File: config.mk
export PLATFORM = sky130hd
export DESIGN_NAME = dma_priority_arbiter
export DESIGN_NICKNAME = d
export VERILOG_FILES = /design/src/rtl/dma_pkg.sv /design/src/rtl/dma_dreq_sync.sv /design/src/rtl/dma_priority_arbiter.sv
export SDC_FILE = /design/constraint.sdc
export NUM_CORES = 1
export LEC_CHECK = 0
export CAP_MARGIN = 20
export CORE_ASPECT_RATIO = 1.5
export CORE_UTILIZATION = 25
export DETAILED_ROUTE_END_ITERATION = 7
export PLACE_DENSITY = 0.46
export SYNTH_ARGS = -nofsm -noshare
export SYNTH_HDL_FRONTEND = slang
export SYNTH_SLANG_ARGS = --single-unit
File: constraint.sdc
create_clock -name CLK -period 2.2 [get_ports CLK]
set_clock_uncertainty 0.15 [all_clocks]
set_input_delay 0.55 -clock CLK [delete_from_list [all_inputs] [get_ports CLK]]
set_output_delay 0.55 -clock CLK [all_outputs]
set_load 0.01 [all_outputs]
File: src/rtl/dma_pkg.sv
// Shared types for the DMA priority arbiter: channel index, FSM states and
// the priority search used for winner selection.
package dma_pkg;

  localparam int unsigned NUM_CH = 4;

  typedef logic [1:0] ch_idx_t;

  typedef enum logic [1:0] {
    IDLE,
    REQ,
    GRANT,
    RELEASE
  } dma_state_e;

  // Returns the first pending channel found when scanning upward from start (mod 4).
  function automatic ch_idx_t pick_winner(input logic [NUM_CH-1:0] pend, input ch_idx_t start);
    ch_idx_t idx;
    pick_winner = start;
    for (int i = NUM_CH - 1; i >= 0; i--) begin
      idx = start + ch_idx_t'(i);
      if (pend[idx]) pick_winner = idx;
    end
  endfunction

endpackage

File: src/rtl/dma_dreq_sync.sv
// Multi-stage synchronizer for the asynchronous DREQ lines; flops reset to
// the inactive (zero) level, so inputs must already be normalised active-high.
module dma_dreq_sync #(
  parameter int unsigned WIDTH       = 4,
  parameter int unsigned SYNC_STAGES = 2
) (
  input  logic             CLK,
  input  logic             RESET,
  input  logic [WIDTH-1:0] dreq_raw,
  output logic [WIDTH-1:0] dreq_sync
);

  logic [WIDTH-1:0] stage_q [SYNC_STAGES];

  always_ff @(posedge CLK or negedge RESET) begin
    if (!RESET) begin
      for (int i = 0; i < SYNC_STAGES; i++) stage_q[i] <= '0;
    end else begin
      stage_q[0] <= dreq_raw;
      for (int i = 1; i < SYNC_STAGES; i++) stage_q[i] <= stage_q[i-1];
    end
  end

  assign dreq_sync = stage_q[SYNC_STAGES-1];

endmodule

File: src/rtl/dma_priority_arbiter.sv
// Four-channel DMA request arbiter: HRQ/HLDA handshake with the CPU, fixed or
// rotating channel priority, and polarity-configurable DREQ/DACK.
module dma_priority_arbiter #(
  parameter int unsigned NUM_CH      = 4,
  parameter int unsigned SYNC_STAGES = 2
) (
  input  logic              CLK,
  input  logic              RESET,
  input  logic [NUM_CH-1:0] DREQ,
  input  logic              HLDA,
  output logic              HRQ,
  output logic [NUM_CH-1:0] DACK,
  input  logic [NUM_CH-1:0] mask,
  input  logic [NUM_CH-1:0] sw_req,
  input  logic              rot_pri,
  input  logic              dreq_sense,
  input  logic              dack_sense,
  input  logic              ctrl_disable,
  output logic              grant_valid,
  output logic [1:0]        grant_ch,
  input  logic              svc_done
);

  import dma_pkg::*;

  dma_state_e        state_q, state_d;
  ch_idx_t           grant_ch_q, grant_ch_d;
  ch_idx_t           rot_q, rot_d;
  ch_idx_t           winner;
  logic [NUM_CH-1:0] dreq_norm, dreq_sync, pending, dack_act;

  // Normalise before syncing so the flops' reset value is always "inactive".
  assign dreq_norm = DREQ ^ {NUM_CH{dreq_sense}};

  dma_dreq_sync #(
    .WIDTH      (NUM_CH),
    .SYNC_STAGES(SYNC_STAGES)
  ) u_dreq_sync (
    .CLK      (CLK),
    .RESET    (RESET),
    .dreq_raw (dreq_norm),
    .dreq_sync(dreq_sync)
  );

  assign pending = (dreq_sync | sw_req) & ~mask;
  assign winner  = pick_winner(pending, rot_pri ? rot_q : ch_idx_t'(0));

  always_comb begin
    state_d    = state_q;
    grant_ch_d = grant_ch_q;
    rot_d      = rot_q;
    unique case (state_q)
      IDLE: begin
        if (|pending && !ctrl_disable) state_d = REQ;
      end
      REQ: begin
        if (ctrl_disable) begin
          state_d = RELEASE;
        end else if (HLDA) begin
          if (|pending) begin
            state_d    = GRANT;
            grant_ch_d = winner;
          end else begin
            state_d = RELEASE;
          end
        end
      end
      GRANT: begin
        // Losing HLDA aborts without touching the rotation pointer.
        if (!HLDA) begin
          state_d = IDLE;
        end else if (svc_done) begin
          state_d = RELEASE;
          rot_d   = grant_ch_q + ch_idx_t'(1);
        end
      end
      RELEASE: begin
        if (!HLDA) state_d = IDLE;
      end
      default: state_d = IDLE;
    endcase
  end

  always_ff @(posedge CLK or negedge RESET) begin
    if (!RESET) begin
      state_q    <= IDLE;
      grant_ch_q <= '0;
      rot_q      <= '0;
    end else begin
      state_q    <= state_d;
      grant_ch_q <= grant_ch_d;
      rot_q      <= rot_d;
    end
  end

  assign HRQ         = (state_q == REQ) || (state_q == GRANT);
  assign grant_valid = (state_q == GRANT);
  assign grant_ch    = grant_ch_q;
  assign dack_act    = grant_valid ? ({{(NUM_CH-1){1'b0}}, 1'b1} << grant_ch_q) : '0;
  assign DACK        = dack_sense ? dack_act : ~dack_act;

endmodule

### After elaboration in Yosys (flattened, before gate mapping)

Cells that the tools add are included.

* bits in registers: 14

* $add $sub $neg: 4
* $lt $le $gt $ge: 4
* eq/ne operators: 7
* shifts and indexed selects: 1
* mux-type cells: 23
* bitwise operators: 6
* reductions and logical operators: 8

Operators by type and width (number)
* two-way mux 2 bit: 11
* < comparator 2 x 3 -> 1 bit (second input constant): 4
* binary-select mux 1 bit (select 2 bit): 4
* two-way mux 4 bit: 2
* inverter 4 bit: 2
* one-hot mux 2 bit (4 select lines): 1
* AND reduction 4 bit: 2
* two-way mux 1 bit: 5
* adder 2 x 1 -> 2 bit (second input constant): 2
* adder 2 bit (second input constant): 2
* AND 4 bit: 1
* equality test 2 bit (second input constant): 2
* != test 2 bit (second input constant): 2
* bitwise OR 4 bit: 1
* OR reduction 4 bit: 1
* << shifter 1 x 2 -> 4 bit (first input constant): 1
* XOR 4 bit: 1
* != test 3 x 2 -> 1 bit (second input constant): 1
* != test 3 bit (second input constant): 1
* AND reduction 3 bit: 1
* equality test 2 x 1 -> 1 bit (second input constant): 1
* zero test 2 bit: 1
* logical AND 1 bit: 1
* zero test 1 bit: 1
* other kinds (2): 2

### Depth between registers and ports, before layout

Gate-level depths: netlist of run 1.

* word-level depth: 8
* depth in mapped cells: 7

### By module

A second synthesis of run 1 with hierarchy kept.

* cell total of the unflattened synthesis: 99
* area, all modules: 984.7 um^2

Modules (own cells, without submodules)
* dma_priority_arbiter: times used 1, cells each 87, area an instance 754.5 um^2, sequential area each 150.1 um^2
* dma_dreq_sync: times used 1, cells each 12, area an instance 230.2 um^2, sequential area each 200.2 um^2

### Worst setup path before layout of run 1

Ideal clock, no wire load.

* path type: register -> output
* start point: register state_q[0]
* end point: output port DACK[0]
* arrival time: 1170 ps
* data required time: 1500 ps
* setup slack: 330 ps
* stages on the path, launching flop included: 5
* buffers on the path: 0
* path through: dfrtp_1 > inv_1 > ha_1 > nand2_1 > xor2_1

* longest elaborated chain between the ends: 4

RTL lines
* start, declared: line dma_priority_arbiter.sv:26 `dma_state_e state_q, state_d;`
* start signal, assigned: line dma_priority_arbiter.sv:90 `state_q <= state_d;`
* equality test 2 bit (*): line dma_priority_arbiter.sv:97 `assign grant_valid = (state_q == GRANT);`
* named net grant_valid: line dma_priority_arbiter.sv:19 `output logic grant_valid,`
* two-way mux 4 bit (*): line dma_priority_arbiter.sv:99 `assign dack_act = grant_valid ? ({{(NUM_CH-1){1'b0}}, 1'b1} << grant_ch_q) : '0;`
* inverter 4 bit: line dma_priority_arbiter.sv:100 `assign DACK = dack_sense ? dack_act : ~dack_act;`
* two-way mux 4 bit (*): line dma_priority_arbiter.sv:100
* end, declared: line dma_priority_arbiter.sv:12 `output logic [NUM_CH-1:0] DACK,`

The timed path passes the listed nets; every way through them passes the cells marked *.

### Worst setup path in the final report of run 1

* start point: input port sw_req[0]
* end point: register state_q[0]

* longest elaborated chain between the ends: 7
* elaborated cells on any way between the ends: 10

RTL lines
* start, declared: line dma_priority_arbiter.sv:14 `input logic [NUM_CH-1:0] sw_req,`
* bitwise OR 4 bit (*): line dma_priority_arbiter.sv:45 `assign pending = (dreq_sync | sw_req) & ~mask;`
* AND 4 bit (*): line dma_priority_arbiter.sv:45
* OR reduction 4 bit (*): line dma_priority_arbiter.sv:54, dma_priority_arbiter.sv:60
* two-way mux 1 bit: line dma_priority_arbiter.sv:60 `if (|pending) begin`
* two-way mux 2 bit: line dma_priority_arbiter.sv:59 `end else if (HLDA) begin`
* two-way mux 2 bit: line dma_priority_arbiter.sv:57 `if (ctrl_disable) begin`
* one-hot mux 2 bit (4 select lines): line dma_priority_arbiter.sv:52 `unique case (state_q)`

Mark *: on every way between the ends. The rest lies on a longest branch, timed or not. The select of a mux whose other input is x is not followed.
A chain may end at the register's enable or synchronous reset.

==> results.sh, run 1 <==
export IMPL_area_delta_synth_final_pct=49.81
export IMPL_switching_share_pct=37.25
export IMPL_num_vias=898
export IMPL_maxCapViolations=0
export IMPL_p_int_uw=895.1
export IMPL_cts_tree="built"
export IMPL_post_drt_wl_per_cell_um=13.03
export IMPL_port_buffers=27
export IMPL_synthCells=98
export IMPL_p_sw_uw=531.4
export IMPL_cp_end_kind="register"
export IMPL_setup_viol=0
export IMPL_cts_max_level=1
export IMPL_fmax_ghz=0.4700
export IMPL_routabilityCongestion=0.7073
export IMPL_worst_pin_slew_ns=0.6108
export IMPL_start_kind="input pin"
export IMPL_max_slew_margin_rel_pct=59.15
export IMPL_final_area_um2=1483
export IMPL_p_leak_uw=0.0006599
export IMPL_drt_iter0_markers=12
export IMPL_power_share_clock_pct=17.1
export IMPL_grt_pass1_vias=926
export IMPL_grt_use_total_pct=13.66
export IMPL_hold_class="reg2reg"
export IMPL_cts_buffers=3
export IMPL_wl_mm=2.449
export IMPL_finalMaxSlewViolations=0
export IMPL_dpl_instance_area_um2=1421
export IMPL_period_share_pct=96.72
export IMPL_num_rows=27
export IMPL_clk_latency_ns=0.24
export IMPL_period_minus_slack_ns=2.128
export IMPL_crit_fanout=2
export IMPL_yosys_warnings=0
export IMPL_pwr_share_comb_pct=54.6
export IMPL_core_um2=3716
export IMPL_criticalPathCategory="in2reg"
export IMPL_initial_utilization_pct=26.63
export IMPL_syn_nets=127
export IMPL_cts_root_buf="clkbuf_8"
export IMPL_ir_drop_v=0.0005605
export IMPL_path_clk_slew_ns=0.06
export IMPL_grt_pass1_wl_mm=4.264
export IMPL_antenna_found_initial=0
export IMPL_cp_arrival_ns=2.14
export IMPL_drive_above_1_share_pct=24.14
export IMPL_avgSynthCellArea_um2=10.10
export IMPL_dieArea_um2=4220
export IMPL_io_pins=28
export IMPL_ys_ff_latch=14
export IMPL_hold_viol=0
export IMPL_final_common_cell="clkdlybuf4s50_1"
export IMPL_fin_ws_ns=0.07220
export IMPL_cts_sinks=14
export IMPL_drt_pass1_iter_count=4
export IMPL_pre_cts_slack_ns=-0.3804
export IMPL_seq_power_share_pct=28.3
export IMPL_nets=175
export IMPL_die_h_um=79.06
export IMPL_dp_hpwl_mm=2.025
export IMPL_yosysSeqAreaShare_pct=35.40
export IMPL_diodes=0
export IMPL_grt_ovfl_total=0
export IMPL_layout_common_cells="20 x clkdlybuf4s50_1, 17 x buf_4, 13 x nand2_1, 13 x dfrtp_1, 9 x xor2_1"
export IMPL_die_w_um=53.38
export IMPL_status="finished clean"
export IMPL_syn_cell_area_um2=989.7
export IMPL_drc_errors=0
export IMPL_synth_cell_types=33
export IMPL_grt_start_max_net_pins=15
export IMPL_worstPathRequired_ns=2.21
export IMPL_p_per_area_nw_per_um2=962.1
export IMPL_cts_buffer_depth=2
export IMPL_viasPerCell=4.777
export IMPL_postRouteAntennaNets=0
==> power groups by stage <==
stage | Combinational, uW | Sequential, uW | Clock, uW
floorplan | 416 | 407 | 0
global placement | 766 | 405 | 0
detailed placement | 779 | 409 | 0
CTS | 771 | 400 | 253
global route | 872 | 413 | 265
finish | 778 | 404 | 244
==> worst paths after layout <==
path / depth (start not counted) / startpoint / slack (ns) / to
setup reg to reg: 8 / state_q[1] / 0.26 / state_q[0]
max in group asynchronous: 1 / RESET / 0.93 / grant_ch[0]
hold / removal: 0 / u_dreq_sync.stage_q[6] / 0.20 / u_dreq_sync.dreq_sync[2]
hold reg to reg: 0 / u_dreq_sync.stage_q[6] / 0.20 / u_dreq_sync.dreq_sync[2]
setup / recovery: 6 / sw_req[0] / 0.07 / state_q[0]
min in group asynchronous: 1 / RESET / 0.54 / state_q[0]
==> Yosys cell counts <==
cell	n	area, um2
nor2b_1	2	12.51
mux2i_1	3	30.03
mux2_2	1	11.26
a221o_1	1	10.01
nand3_1	5	25.02
o2111ai_1	1	8.760
inv_1	5	18.77
o22a_1	1	8.760
nor2_1	3	11.26
a32o_1	1	10.01
o221ai_1	1	8.760
o21ba_2	2	20.02
a41o_1	2	20.02
nand2b_1	1	6.260
a211oi_1	2	15.01
o21bai_2	2	22.52
a21oi_1	4	20.02
o211ai_1	1	7.510
a221oi_1	1	8.760
o2bb2ai_1	1	8.760
a21o_1	1	7.510
and2_1	1	6.260
buf_2	1	5.000
a31oi_1	1	6.260
ha_1	9	112.6
o21ai_0	4	20.02
xor2_1	9	78.83
a31oi_2	1	12.51
o21ai_1	1	5.000
nand2_1	13	48.80
o21bai_4	2	37.54
a2bb2oi_2	1	15.01
dfrtp_1	14	350.3
==> critical path, stage by stage <==
cell             delay [ns]
clkdlybuf4s50_1        0.53
o21bai_4               0.09
a41o_1                 0.27
a221o_1                0.34
a31oi_2                0.20
a2bb2oi_2              0.17
==> routing by layer <==
metal  GRT usage (%)  part of all wire [%]
met3           1.149                   2.1
met1           15.27                    39
met5               0                     0
met4           4.737                   1.0
met2           25.50                    58
==> cell families (layout without fill, tap and decap cells) <==
group | after synthesis | count (layout) | synth area share [%]
multiplexers | 4 | 4 | 4.172
flip-flops | 14 | 14 | 35.40
XOR/XNOR | 9 | 9 | 7.965
buffers and inverters | 6 | 53 | 2.402
AND/OR/NAND/NOR | 25 | 25 | 11.13
AO/OA/AOI/OAI | 31 | 31 | 27.56
adder cells (fa/ha/maj) | 9 | 9 | 11.38
==> through the flow <==
stage	power [uW]	hold slack (ns)	TNS [ns]	instances	util, %
floorplan	823.5	0.1044	0	98	-
global placement	1172	0.1832	-1.706	182	38.25
detailed placement	1188	0.1918	-1.818	182	38.25
CTS	1424	0.2046	0	187	39.80
global route	1550	0.2109	-0.0002079	188	39.90
finish	1427	0.1997	0	188	39.90
==> state kept, by name, summed over array words and instances, names as in the netlist <==
signal,cells
rot_q,2
grant_ch,2
u_dreq_sync.dreq_sync,4
state_q,2
u_dreq_sync.stage_q,4
==> cell type report <==
class	instances	area (um2)
repair buffers	44	381.6
multi-input cells	78	621.8
well taps	43	53.80
flip-flops and latches	14	351.6
clock buffers	4	55.05
fillers	410	2233
inverters	5	18.77
==> repair_timing <==
item	4_1_cts	5_1_grt
setup buffers	1	1
endpoints found under the setup margin	6	5
gates resized for setup	9	5
hold buffers	0	0
(Power assumes the default switching activity.)
==> run 2: changes to the inputs <==
- CTS_CLUSTER_DIAMETER: default -> 30
==> results of run 2 <==
No change in the layout: final DEF, timing and power equal those of run 1.
==> run 3: changes to the inputs <==
- CORE_UTILIZATION: 25 -> 47
- GPL_TIMING_DRIVEN: default -> 1
- PLACE_DENSITY: 0.46 -> 0.78
- TNS_END_PERCENT: default -> 50
==> run 3 against run 2 <==
Routed wire length decreased by 8.7%. Sequential power increased by 1%. Clock-buffer cell count decreased by 1. Worst hold slack improved by 0.0013 ns. Cell count decreased by 14%. Flip-flop and latch count unchanged. Highest routed layer unchanged. Combinational power decreased by 6.8%. Worst setup slack got worse by 0.0090 ns. Design area decreased by 6.2%. Sequential share of layout area increased by 1.6 points. First-iteration DRC count decreased by 17%.
==> results.sh, run 3 (synthesis gave the netlist of run 1 again) <==
export IMPL_worstPathCellList="inv_1 > ha_2 > nand2_1 > xor2_1 > dlygate4sd2_1"
export IMPL_ir_drop_v=0.0006879
export IMPL_crit_buf_inv=2
export IMPL_final_common_cell="clkdlybuf4s50_1"
export IMPL_maxCapViolations=0
export IMPL_path_clk_slew_ns=0.07
export IMPL_cts_buffers=3
export IMPL_drc_errors=0
export IMPL_cpPeakStageDelay_ns=0.38
export IMPL_crit_reg2reg_launch="state_q[0]"
export IMPL_worstHoldStart="u_dreq_sync.stage_q[6]"
export IMPL_pre_cts_slack_ns=-0.3427
export IMPL_cp_end_kind="primary output"
export IMPL_drt_iter0_markers=10
export IMPL_placed_cells=159
export IMPL_fin_ws_ns=0.06322
export IMPL_ff_latch_area_um2=351.6
export IMPL_p_per_area_nw_per_um2=910.3
export IMPL_port_buffers=27
export IMPL_layout_common_cells="20 x clkdlybuf4s50_1, 13 x nand2_1, 13 x dfrtp_1, 13 x buf_4, 9 x xor2_1"
export IMPL_postRouteAntennaNets=0
export IMPL_grt_pass1_vias=887
export IMPL_period_minus_slack_ns=2.137
export IMPL_die_h_um=58.20
export IMPL_crit_family="flip-flops"
export IMPL_core_um2=2002
export IMPL_area_delta_synth_final_pct=40.58
export IMPL_dp_hpwl_mm=1.882
export IMPL_cts_buffer_depth=2
export IMPL_initial_utilization_pct=49.44
export IMPL_diodes=0
export IMPL_fmax_ghz=0.4680
export IMPL_finalMaxSlewViolations=0
export IMPL_dieArea_um2=2297
export IMPL_slowest_stage="dfrtp_1"
export IMPL_wl_mm=2.235
export IMPL_io_pins=28
export IMPL_cts_max_level=1
export IMPL_routabilityCongestion=0.7062
export IMPL_cts_root_buf="clkbuf_4"
export IMPL_hold_viol=0
export IMPL_clk_latency_ns=0.27
export IMPL_antenna_found_initial=0
export IMPL_p_total_uw=1267
export IMPL_max_slew_margin_rel_pct=59.10
export IMPL_grt_pass1_wl_mm=3.622
export IMPL_grt_use_total_pct=22.69
export IMPL_worst_pin_slew_ns=0.6116
export IMPL_tns_ns=0
export IMPL_p_leak_uw=0.0006239
export IMPL_grt_ovfl_total=0
export IMPL_worstPathRequired_ns=1.50
export IMPL_cts_sinks=14
export IMPL_start_kind="register"
export IMPL_die_w_um=39.47
export IMPL_rsz0062_at_grt="no"
export IMPL_post_drt_wl_per_cell_um=13.80
export IMPL_cts_tree="built"
export IMPL_criticalPathCategory="reg2out"
export IMPL_post_cts_buffers=0
export IMPL_multiInputGateArea_um2=618.1
export IMPL_status="finished clean"
export IMPL_fillers=162
export IMPL_viasPerCell=5.574
export IMPL_grt_start_max_net_pins=15
export IMPL_period_share_pct=97.13
export IMPL_num_vias=903
export IMPL_cp_arrival_ns=1.44
export IMPL_nets=171
export IMPL_hold_class="reg2reg"
export IMPL_crit_fanout=5
export IMPL_drt_pass1_iter_count=4
export IMPL_startpoint="state_q[0]"
export IMPL_num_rows=20
export IMPL_drive_above_1_share_pct=20.71
export IMPL_layout_cells_non_filler=162
export IMPL_setup_viol=0
[run 3: power by group]
part,total [uW],switching (uW),leakage (uW),internal [uW]
Combinational,725,352,0.000444,373
Clock,132,68.6,0.0000138,63.2
Sequential,410,81.0,0.000166,329
[run 3: metrics by stage]
step                hold slack, ns  util [%]  area [um2]
global placement            0.1815     68.94        1380
finish                      0.2010     69.50        1391
CTS                         0.2023     69.75        1396
floorplan                   0.1044         -       989.7
global route                0.2151     69.50        1391
detailed placement          0.1855     68.94        1380
[run 3: repair_timing]
item                       in CTS  in global routing
hold buffers                    0                  0
resized for setup               8                  6
setup endpoints to repair       6                  3
[run 3: worst paths after layout]
path | to | slack [ns] | cells after the start
max in group asynchronous | grant_ch[0] | 0.96 | 1
min reg2reg | u_dreq_sync.dreq_sync[2] | 0.20 | 0
max | DACK[3] | 0.06 | 5
min in group asynchronous | state_q[1] | 0.51 | 1
min | u_dreq_sync.dreq_sync[2] | 0.20 | 0
max reg2reg | state_q[0] | 0.29 | 7
[run 3: routing by layer]
metal / part of all wire (%) / vias up / wire (um) / GRT usage (%)
met1: 37 / 443 / 838 / 23.54
met5: 0 / - / 0 / 0
li1: - / 443 / - / -
met3: 1.3 / 4 / 28 / 1.149
met2: 59 / 13 / 1323 / 42.86
met4: 2.0 / 0 / 44 / 10.34
[run 3: layout make-up]
| cell class | instances | area share (%) |
|---|---|---|
| clock buffers | 3 | 1.619 |
| flip-flops and latches | 14 | 25.27 |
| inverters | 5 | 1.349 |
| multi-input cells | 78 | 44.42 |
| repair buffers | 40 | 25.36 |
| well taps | 22 | 1.978 |
